$ cat src/rtl/connect4_pkg.sv
// Shared constants, types and helpers for the Connect-4 win checker.
// Holds board geometry, cell codes, FSM states and line directions.
package connect4_pkg;

  localparam int ROWS    = 6;
  localparam int COLS    = 7;
  localparam int CELL_W  = 2;
  localparam int WIN_LEN = 4;
  localparam int ROW_W   = COLS * CELL_W;
  localparam int BOARD_W = ROWS * ROW_W;

  localparam logic [CELL_W-1:0] CELL_EMPTY = 2'b00;
  localparam logic [CELL_W-1:0] CELL_P1    = 2'b01;
  localparam logic [CELL_W-1:0] CELL_P2    = 2'b10;

  typedef enum logic [1:0] {IDLE, LOAD, EVAL, DONE} state_e;

  typedef enum logic [1:0] {DIR_H, DIR_V, DIR_UR, DIR_UL} dir_e;

  typedef logic [ROWS-1:0][ROW_W-1:0] board_t;

  function automatic int dir_drow(dir_e d);
    return (d == DIR_H) ? 0 : 1;
  endfunction

  function automatic int dir_dcol(dir_e d);
    case (d)
      DIR_H:   return 1;
      DIR_V:   return 0;
      DIR_UR:  return 1;
      default: return -1;
    endcase
  endfunction

  // Callers must keep r below ROWS and c below COLS.
  function automatic logic [CELL_W-1:0] cell_at(board_t b, logic [2:0] r, logic [2:0] c);
    logic [ROW_W-1:0] bits;
    bits = b[r] >> {c, 1'b0};
    return bits[CELL_W-1:0];
  endfunction

  function automatic logic is_player(logic [CELL_W-1:0] v);
    return (v == CELL_P1) || (v == CELL_P2);
  endfunction

  // The illegal code 11 counts as empty, so only real pieces fill a row.
  function automatic logic row_full(logic [ROW_W-1:0] row);
    logic full;
    full = 1'b1;
    for (int c = 0; c < COLS; c++) begin
      if (!is_player(row[c*CELL_W +: CELL_W])) full = 1'b0;
    end
    return full;
  endfunction

endpackage

$ cat src/rtl/connect4_win_checker_line_eval.sv
// Combinational run counter for one direction through a board position.
// Returns 1 + same-piece runs on both sides, each side capped at WIN_LEN-1.
module c4_line_eval
  import connect4_pkg::*;
(
  input  logic [BOARD_W-1:0] board_i,
  input  logic [2:0]         row_i,
  input  logic [2:0]         col_i,
  input  logic [1:0]         dir_i,
  input  logic [CELL_W-1:0]  p_i,
  output logic [2:0]         count_o
);

  board_t board;
  assign board = board_i;

  always_comb begin
    int   dr;
    int   dc;
    int   r;
    int   c;
    int   sgn;
    logic run;
    count_o = 3'd1;
    dr      = dir_drow(dir_e'(dir_i));
    dc      = dir_dcol(dir_e'(dir_i));
    r       = 0;
    c       = 0;
    sgn     = 1;
    run     = 1'b0;
    for (int s = 0; s < 2; s++) begin
      sgn = (s == 0) ? 1 : -1;
      run = 1'b1;
      for (int k = 1; k < WIN_LEN; k++) begin
        r = int'(row_i) + sgn * k * dr;
        c = int'(col_i) + sgn * k * dc;
        // A run ends at the board edge; coordinates never wrap to the next row.
        if (r < 0 || r >= ROWS || c < 0 || c >= COLS) run = 1'b0;
        else if (cell_at(board, r[2:0], c[2:0]) != p_i) run = 1'b0;
        if (run) count_o = count_o + 3'd1;
      end
    end
  end

endmodule

$ cat config.mk
export PLATFORM = sky130hd
export DESIGN_NAME = c4_line_eval
export DESIGN_NICKNAME = d
export VERILOG_FILES = /design/src/rtl/connect4_pkg.sv /design/src/rtl/connect4_win_checker_line_eval.sv
export SDC_FILE = /design/constraint.sdc
export NUM_CORES = 1
export LEC_CHECK = 0
export CAP_MARGIN = 5
export CORE_MARGIN = 3
export CORE_UTILIZATION = 50
export DETAILED_ROUTE_END_ITERATION = 10
export MAX_ROUTING_LAYER = met4
export PLACE_DENSITY = 0.74
export SLEW_MARGIN = 20
export SYNTH_ARGS = -nofsm -noshare
export SYNTH_HDL_FRONTEND = slang
export SYNTH_SLANG_ARGS = --single-unit
$ cat constraint.sdc
create_clock -name vclk -period 10.7
set_clock_uncertainty 0.1 [all_clocks]
set_input_delay 1.07 -clock vclk [all_inputs]
set_output_delay 1.07 -clock vclk [all_outputs]
set_load 0.01 [all_outputs]
==> impl_metrics.ini, run 1 <==
[outcome]
status = finished clean

[floorplanning]
io_pins = 97
start_util = 0.522
die_w_microns = 113
rows = 38
die_h_microns = 113
core_sq_um = 11000
fp.dieArea_sq_um = 12800

[min_path]
hp-class = input pin to output pin

[placed_design]
portBuffers = 97
place.gp.congestion = 1.02
pre_cts_ws_ps = 761
hpwl_microns = 16900

[timing]
setup_violations = 0
rsz0062_at_grt = false
timing.fmax_ghz = 0.0994
relSlewSlack = 0.418
tns_ps = 0
timing.final.crit_share = 0.941
period_minus_slack_ps = 10070
hold_viol_final = 0
slew_violations = 0
finalWorstSetupSlack_ps = 635
worst_pin_slew_ps = 851

[detailed_routing]
firstDrtPassIters = 7
detailedRoute.firstIterationViolations = 768
via_per_inst = 7.16
vias = 6073
wl_microns = 20600
wire_per_inst_microns = 24.3
drc = 0
ant_nets = 0

[worst_setup_path]
cp.required_ps = 9530
crit_type = input pin to output pin
arrival_ps = 8900
worstSetupEndpointType = output pin
slowest_delay_ps = 820
worst-path-max-fanout = 31
slowest_stage = ha_2
cp-start-kind = input pin

[power_and_ir_drop]
p_leak_nw = 2.56
peakVddDrop_mv = 0.0371
power_density_nw_per_um2 = 69.6

[layout]
nClkBuffers = 0
multiInputGateArea_sq_um = 5370
syn_to_final_growth_pct = 17.5
drive_gt1_frac = 0.157
nNetsFinal = 874
seqCellArea_sq_um = 0
fillers = 964
seq_cells = 0

[global_routing]
grt_busiest_layer = met2
antenna_found_initial = 1
grt_start_max_net_pins = 47
grt_use_met2 = 0.514
grt_pass1_wl_microns = 31900
grt_usage = 0.318
grt-ovfl-total = 0
use_met1 = 0.419
met3_usage = 0.0701
grt_pass1_vias = 5882

[clocking]
post_cts_resized = 0
post_cts_buffers = 0
cts_hold_buf = 0

[synthesis]
avgSynthCellArea_sq_um = 8.94
ys_seq_area_frac = 0
synth_cells = 644
yosys.cell_types.count = 69
syn-num-nets = 809
yosys_warnings = 0
synth.cell_area_sq_um = 5750

[job]
max-cap-violations = 0
-- area by class of cell --
cell class,count,share of cell area
diodes,1,0.000370
inverters,40,0.0222
multi-input cells,557,0.794
well taps,140,0.0259
repair buffers,110,0.157
-- per-stage QoR --
step | cell area (sq um) | instances | utilization | power (W) | hold slack [ps]
CTS | 6760 | 847 | 0.613 | 0.000459 | 3660
detailed placement | 6760 | 847 | 0.613 | 0.000457 | 3650
global route | 6760 | 848 | 0.613 | 0.000502 | 3760
finish | 6760 | 848 | 0.613 | 0.000471 | 3670
floorplan | 5750 | 644 | - | 0.000316 | 2510
global placement | 6760 | 847 | 0.613 | 0.000450 | 3640
-- power by group --
part | internal [W] | switching [W]
combinational | 0.000213 | 0.000258
clock | 0.0000000000779 | 0
sequential | 0 | 0
total | 0.000213 | 0.000258
-- synthesized netlist by cell type, types with 5 or more instances --
| library cell | count | area, sq um |
|---|---|---|
| a211oi_1 | 5 | 37.5 |
| a21oi_1 | 37 | 185 |
| a22oi_1 | 5 | 37.5 |
| a31oi_1 | 11 | 68.8 |
| a32oi_1 | 5 | 43.8 |
| and2_1 | 9 | 56.3 |
| and3_1 | 5 | 31.3 |
| buf_2 | 16 | 80.1 |
| clkbuf_1 | 20 | 75.1 |
| fa_1 | 8 | 160 |
| ha_1 | 63 | 788 |
| inv_1 | 39 | 146 |
| mux2_2 | 19 | 214 |
| mux2i_1 | 42 | 420 |
| mux4_2 | 69 | 1550 |
| nand2_1 | 36 | 135 |
| nand2b_1 | 9 | 56.3 |
| nand3_1 | 11 | 55.1 |
| nand4_1 | 6 | 37.5 |
| nor2_1 | 37 | 139 |
| nor2b_1 | 11 | 68.8 |
| nor3_1 | 16 | 80.1 |
| nor4_1 | 7 | 43.8 |
| nor4b_1 | 5 | 43.8 |
| o2111ai_1 | 5 | 43.8 |
| o211ai_1 | 7 | 52.6 |
| o21ai_0 | 30 | 150 |
| o311ai_0 | 5 | 43.8 |
| o31ai_1 | 13 | 97.6 |
| or3_1 | 6 | 37.5 |
| xnor2_1 | 11 | 96.3 |
| xor2_1 | 8 | 70.1 |
-- final timing paths --
check,from,to,slack [ps],cells past startpoint
hold / removal,p_i[1],count_o[0],3670,6
setup / recovery,dir_i[0],count_o[2],630,27
-- cell families (layout without fill, tap and decap cells) --
| group | count (synthesis) | after routing | share of synthesized area |
|---|---|---|---|
| multiplexers | 131 | 131 | 0.382 |
| adder cells (fa/ha/maj) | 71 | 71 | 0.165 |
| AO/OA/AOI/OAI | 164 | 164 | 0.195 |
| buffers and inverters | 87 | 150 | 0.0718 |
| other | 0 | 1 | 0 |
| AND/OR/NAND/NOR | 172 | 172 | 0.157 |
| XOR/XNOR | 19 | 19 | 0.0289 |
-- placed cells by master, fill, tap and decap left out, drive strengths merged, types with 9 or more instances in the layout --
cell,netlist,final
nand2,36,36
mux2,20,20
inv,39,39
nor2,37,37
o21ai,32,32
nand2b,9,9
mux4,69,69
and2,9,9
clkdlybuf4s50,0,96
a21oi,37,37
nor2b,11,11
mux2i,42,42
nand3,11,11
a31oi,11,11
nor3,16,16
buf,27,14
ha,63,63
xnor2,11,11
o31ai,13,13
-- critical path: cells and delay by family --
family / cells / cell delay, ps
AOI/OAI and AO/OA: 9 / 2020
xor gates and xnor gates: 1 / 160
muxes: 2 / 750
adders and majority gates: 5 / 1900
buffers and inverters: 3 / 1430
and+or+nand+nor: 7 / 1540
-- layer usage --
metal  routed length [microns]  part of all wire
met1                      8150              0.40
met5                         0                 0
met3                      2320              0.11
met4                       403             0.020
met2                      9730              0.47
No activity file was read; power rests on OpenSTA's default activity.
==> run 2, diff against run 1 <==
Settings changed: CORE_UTILIZATION 50 to 35, PLACE_DENSITY 0.74 to 0.55.
==> run 2 against run 1 <==
  * Critical path depth decreased by 4
  * Critical endpoint unchanged
  * Via count decreased by 1.3%
  * Final cell count increased by 8.8%
  * Combinational power about the same
  * First-iteration DRC count decreased by 23%
  * Clock-buffer cell count unchanged
  * Sequential share of layout area unchanged
  * Largest cell class unchanged
  * Flip-flop and latch count unchanged
  * Global-route usage decreased by 7.8 points
  * Hold slack improved by 1.3 ps
  * Die area increased by 40%
==> impl_metrics.ini, run 2 (synthesis results as in run 1) <==
[outcome]
status = finished clean

[power_and_ir_drop]
comb_power_share = 1.000
p_leak_nw = 2.56
power_density_nw_per_um2 = 68.8
peakVddDrop_mv = 0.0292
netSwitchingFraction = 0.550
seqPwrFrac = 0
internal_power_w = 0.000212
p_switching_w = 0.000259
clkPwrFrac = 0

[worst_setup_path]
endpoint = count_o[2]
cp-start-kind = input pin
cp.required_ps = 9530
crit_type = input pin to output pin
arrival_ps = 8860
worstSetupEndpointType = output pin
cp-startpoint = dir_i[0]
worst-path-max-fanout = 29

[placed_design]
hpwl_microns = 17200
pre_cts_ws_ps = 698
portBuffers = 97
place.gp.congestion = 0.941

[clocking]
cts_hold_buf = 0
post_cts_resized = 0
post_cts_buffers = 0

[global_routing]
antenna_found_initial = 0
grt_start_max_net_pins = 41
grt_usage = 0.240
grt_pass1_wl_microns = 34100
grt_pass1_vias = 6004
grt-ovfl-total = 0

[floorplanning]
fp.dieArea_sq_um = 18000
core_sq_um = 16000
io_pins = 97
die_h_microns = 134
die_w_microns = 134
start_util = 0.360
rows = 46

[layout]
multiInputGateArea_sq_um = 5370
nClkBuffers = 0
antenna_cells = 0
fillers = 1606
syn_to_final_growth_pct = 19.1
nNetsFinal = 874
seqCellArea_sq_um = 0
drive_gt1_frac = 0.157
final_common_cell = clkdlybuf4s50_1
fin_util = 0.428
seq_cells = 0
layout_common_cells = clkdlybuf4s50_1 (96), mux4_2 (69), ha_1 (61)

[job]
max-cap-violations = 0

[timing]
slew_violations = 0
tns_ps = 0
rsz0062_at_grt = false
relSlewSlack = 0.464
whs_ps = 3670
period_minus_slack_ps = 10030
worst_pin_slew_ps = 784
hold_viol_final = 0
timing.final.crit_share = 0.937
timing.fmax_ghz = 0.0997
finalWorstSetupSlack_ps = 669
setup_violations = 0

[detailed_routing]
ant_nets = 0
via_per_inst = 6.49
firstDrtPassIters = 7
wl_microns = 21400
detailedRoute.firstIterationViolations = 589
vias = 5993
drc = 0
wire_per_inst_microns = 23.1

[min_path]
worstHoldPathCells = 6
hp-class = input pin to output pin
holdCritStartpoint = p_i[0]
[run 2: cell types whose count changed in the layout (fill, tap and decap cells not counted)]
cell     before  now
diode_2       1    0
[run 2: area by class of cell]
type | count | area share
Inverter | 40 | 0.0219
Timing Repair Buffer | 110 | 0.155
Tap cell | 216 | 0.0394
Multi-Input combinational cell | 557 | 0.784
[run 2: per-layer routing]
metal / share of wire / global-route usage
met1: 0.42 / 0.322
met2: 0.48 / 0.387
met3: 0.085 / 0.0428
met4: 0.021 / 0.0424
met5: 0 / -
[run 2: worst min path at each step]
stage / endpoint / slack (ps)
2_1_floorplan: count_o[2] / 2510
3_3_place_gp: count_o[2] / 3650
3_5_place_dp: count_o[0] / 3670
4_1_cts: count_o[0] / 3670
5_1_grt: count_o[0] / 3750
6_report: count_o[2] / 3670
[run 2: power by group through the flow]
stage	clock, W	combinational [W]	sequential, W
CTS	0	0.000464	0
floorplan	0	0.000316	0
finish	0	0.000471	0
global placement	0	0.000459	0
detailed placement	0	0.000462	0
global route	0	0.000510	0
[run 2: critical path, cell delays in order]
cell,delay (ps)
clkdlybuf4s50_1,580
nor2_1,410
inv_1,320
ha_1,340
ha_2,850
buf_4,310
mux4_2,520
a21oi_1,180
o32a_1,180
mux2i_1,170
or4_4,580
a2111oi_2,410
fa_1,550
xor2_1,190
ha_1,340
nor2b_1,50
o21ai_0,180
ha_1,210
or4b_1,440
mux2i_1,140
o21ai_1,90
xnor2_1,170
clkdlybuf4s50_1,550
[run 2: metrics by stage]
| step | area [sq um] | total power [W] | cells |
|---|---|---|---|
| final | 6860 | 0.000471 | 923 |
| after global routing | 6860 | 0.000510 | 923 |
| after CTS | 6860 | 0.000464 | 923 |
| after detailed placement | 6860 | 0.000462 | 923 |
| after global placement | 6860 | 0.000459 | 923 |
| after floorplan | 5750 | 0.000316 | 644 |
==> run 3, diff against run 2 <==
Settings changed: CELL_PAD_IN_SITES_DETAIL_PLACEMENT from default to 1, CELL_PAD_IN_SITES_GLOBAL_PLACEMENT from default to 1, PLACE_DENSITY 0.55 to 0.69.
Clock period 10.7 ns to 12.5 ns, I/O delays scaled along.
==> run 3 against run 2 <==
  * Via count increased by 2.0%
  * Non-clock buffer count decreased by 6
  * Wire length increased by 8.3%
  * Utilization decreased by 0.20 points
  * Final cell count decreased by 0.65%
  * Hold slack improved by 380 ps
  * Largest cell class unchanged
  * Worst setup slack improved by 960 ps
  * Highest routed layer unchanged
==> impl_metrics.ini, run 3 (synthesis results as in run 1) <==
[worst_setup_path]
arrival_ps = 9520
worst-path-max-fanout = 24
worstSetupEndpointType = output pin
cp-start-kind = input pin
cp.required_ps = 11150
crit_type = input pin to output pin

[power_and_ir_drop]
p_leak_nw = 2.53
power_density_nw_per_um2 = 60.5
peakVddDrop_mv = 0.0236
p_total_w = 0.000413

[detailed_routing]
drc = 0
ant_nets = 0
wire_per_inst_microns = 25.2
detailedRoute.firstIterationViolations = 450
via_per_inst = 6.67
firstDrtPassIters = 5
wl_microns = 23100
vias = 6115

[timing]
period_minus_slack_ps = 10870
timing.fmax_ghz = 0.0920
tns_ps = 0
timing.final.crit_share = 0.869
slew_violations = 0
relSlewSlack = 0.356
rsz0062_at_grt = false
hold_viol_final = 0
worst_pin_slew_ps = 966
setup_violations = 0

[global_routing]
grt_start_max_net_pins = 67
grt_use_met2 = 0.436
use_met1 = 0.347
grt_usage = 0.260
antenna_found_initial = 0
grt-ovfl-total = 0
grt_pass1_vias = 6458
grt_busiest_layer = met2
met3_usage = 0.0236
grt_pass1_wl_microns = 36800

[layout]
drive_gt1_frac = 0.151
nClkBuffers = 0
seq_cells = 0
final_common_cell = clkdlybuf4s50_1
nNetsFinal = 868
antenna_cells = 0
layout_common_cells = clkdlybuf4s50_1 (96), mux4_2 (69), ha_1 (60)
seqCellArea_sq_um = 0
syn_to_final_growth_pct = 18.6
fin_util = 0.426

[floorplanning]
die_h_microns = 134
die_w_microns = 134
io_pins = 97
core_sq_um = 16000
rows = 46
fp.dieArea_sq_um = 18000
start_util = 0.360

[placed_design]
place.gp.congestion = 0.955
portBuffers = 97
hpwl_microns = 18500

[outcome]
status = finished clean

[clocking]
cts_hold_buf = 0
post_cts_resized = 0
post_cts_buffers = 0

[min_path]
hp-class = input pin to output pin

[job]
max-cap-violations = 0
run 3: changes by cell type in the layout (fill, tap and decap cells not counted):
cell     before  now
xnor2_4       0    1
xnor2_2       1    0
ha_1         61   60
buf_4        13    7
ha_2          1    2
run 3: per-stage QoR:
stage / hold slack (ps) / instances / setup WS [ps] / area (sq um)
4_1_cts: 4050 / 917 / 1750 / 6810
3_3_place_gp: 4000 / 917 / 2280 / 6810
5_1_grt: 4180 / 917 / 1100 / 6820
3_5_place_dp: 4050 / 917 / 1780 / 6810
2_1_floorplan: 2870 / 644 / 3980 / 5750
6_report: 4050 / 917 / 1630 / 6820
run 3: final timing paths:
check	startpoint	to	slack, ps	cells after the start
min	p_i[1]	count_o[1]	4050	6
max	dir_i[0]	count_o[2]	1630	28
run 3: cell type report:
class              instances  area [sq um]
inverters                 40           150
repair buffers           104          1020
fillers                 1898          9180
multi-input cells        557          5390
well taps                216           270
run 3: power by group:
part | leakage [nW] | switching [W] | internal [W]
sequential | 0 | 0 | 0
combinational | 2.53 | 0.000232 | 0.000181
clock | 0 | 0 | 0
total | 2.53 | 0.000232 | 0.000181
run 3: per-layer routing:
metal	vias to the layer above	share of wire
met3	55	0.061
met2	258	0.48
met5	-	0
li1	2683	-
met1	3119	0.43
met4	0	0.025
run 3: critical path: stages:
cell and delay, ps:
clkdlybuf4s50_1 690, and2_1 740, inv_1 320, ha_1 580, a22oi_1 170, nand2b_1 210
ha_1 210, nor4_1 290, nand3_1 130, a311oi_1 340, o2111ai_1 230, a2111oi_0 690
nor2b_1 240, nor2b_1 300, ha_1 200, nand3_1 60, a2111o_1 390, o211ai_1 150
o21ai_0 150, ha_1 330, nor2b_1 40, o21ai_0 170, ha_1 210, or4b_1 430
mux2i_1 140, o21ai_1 100, xnor2_1 190, clkdlybuf4s50_1 560
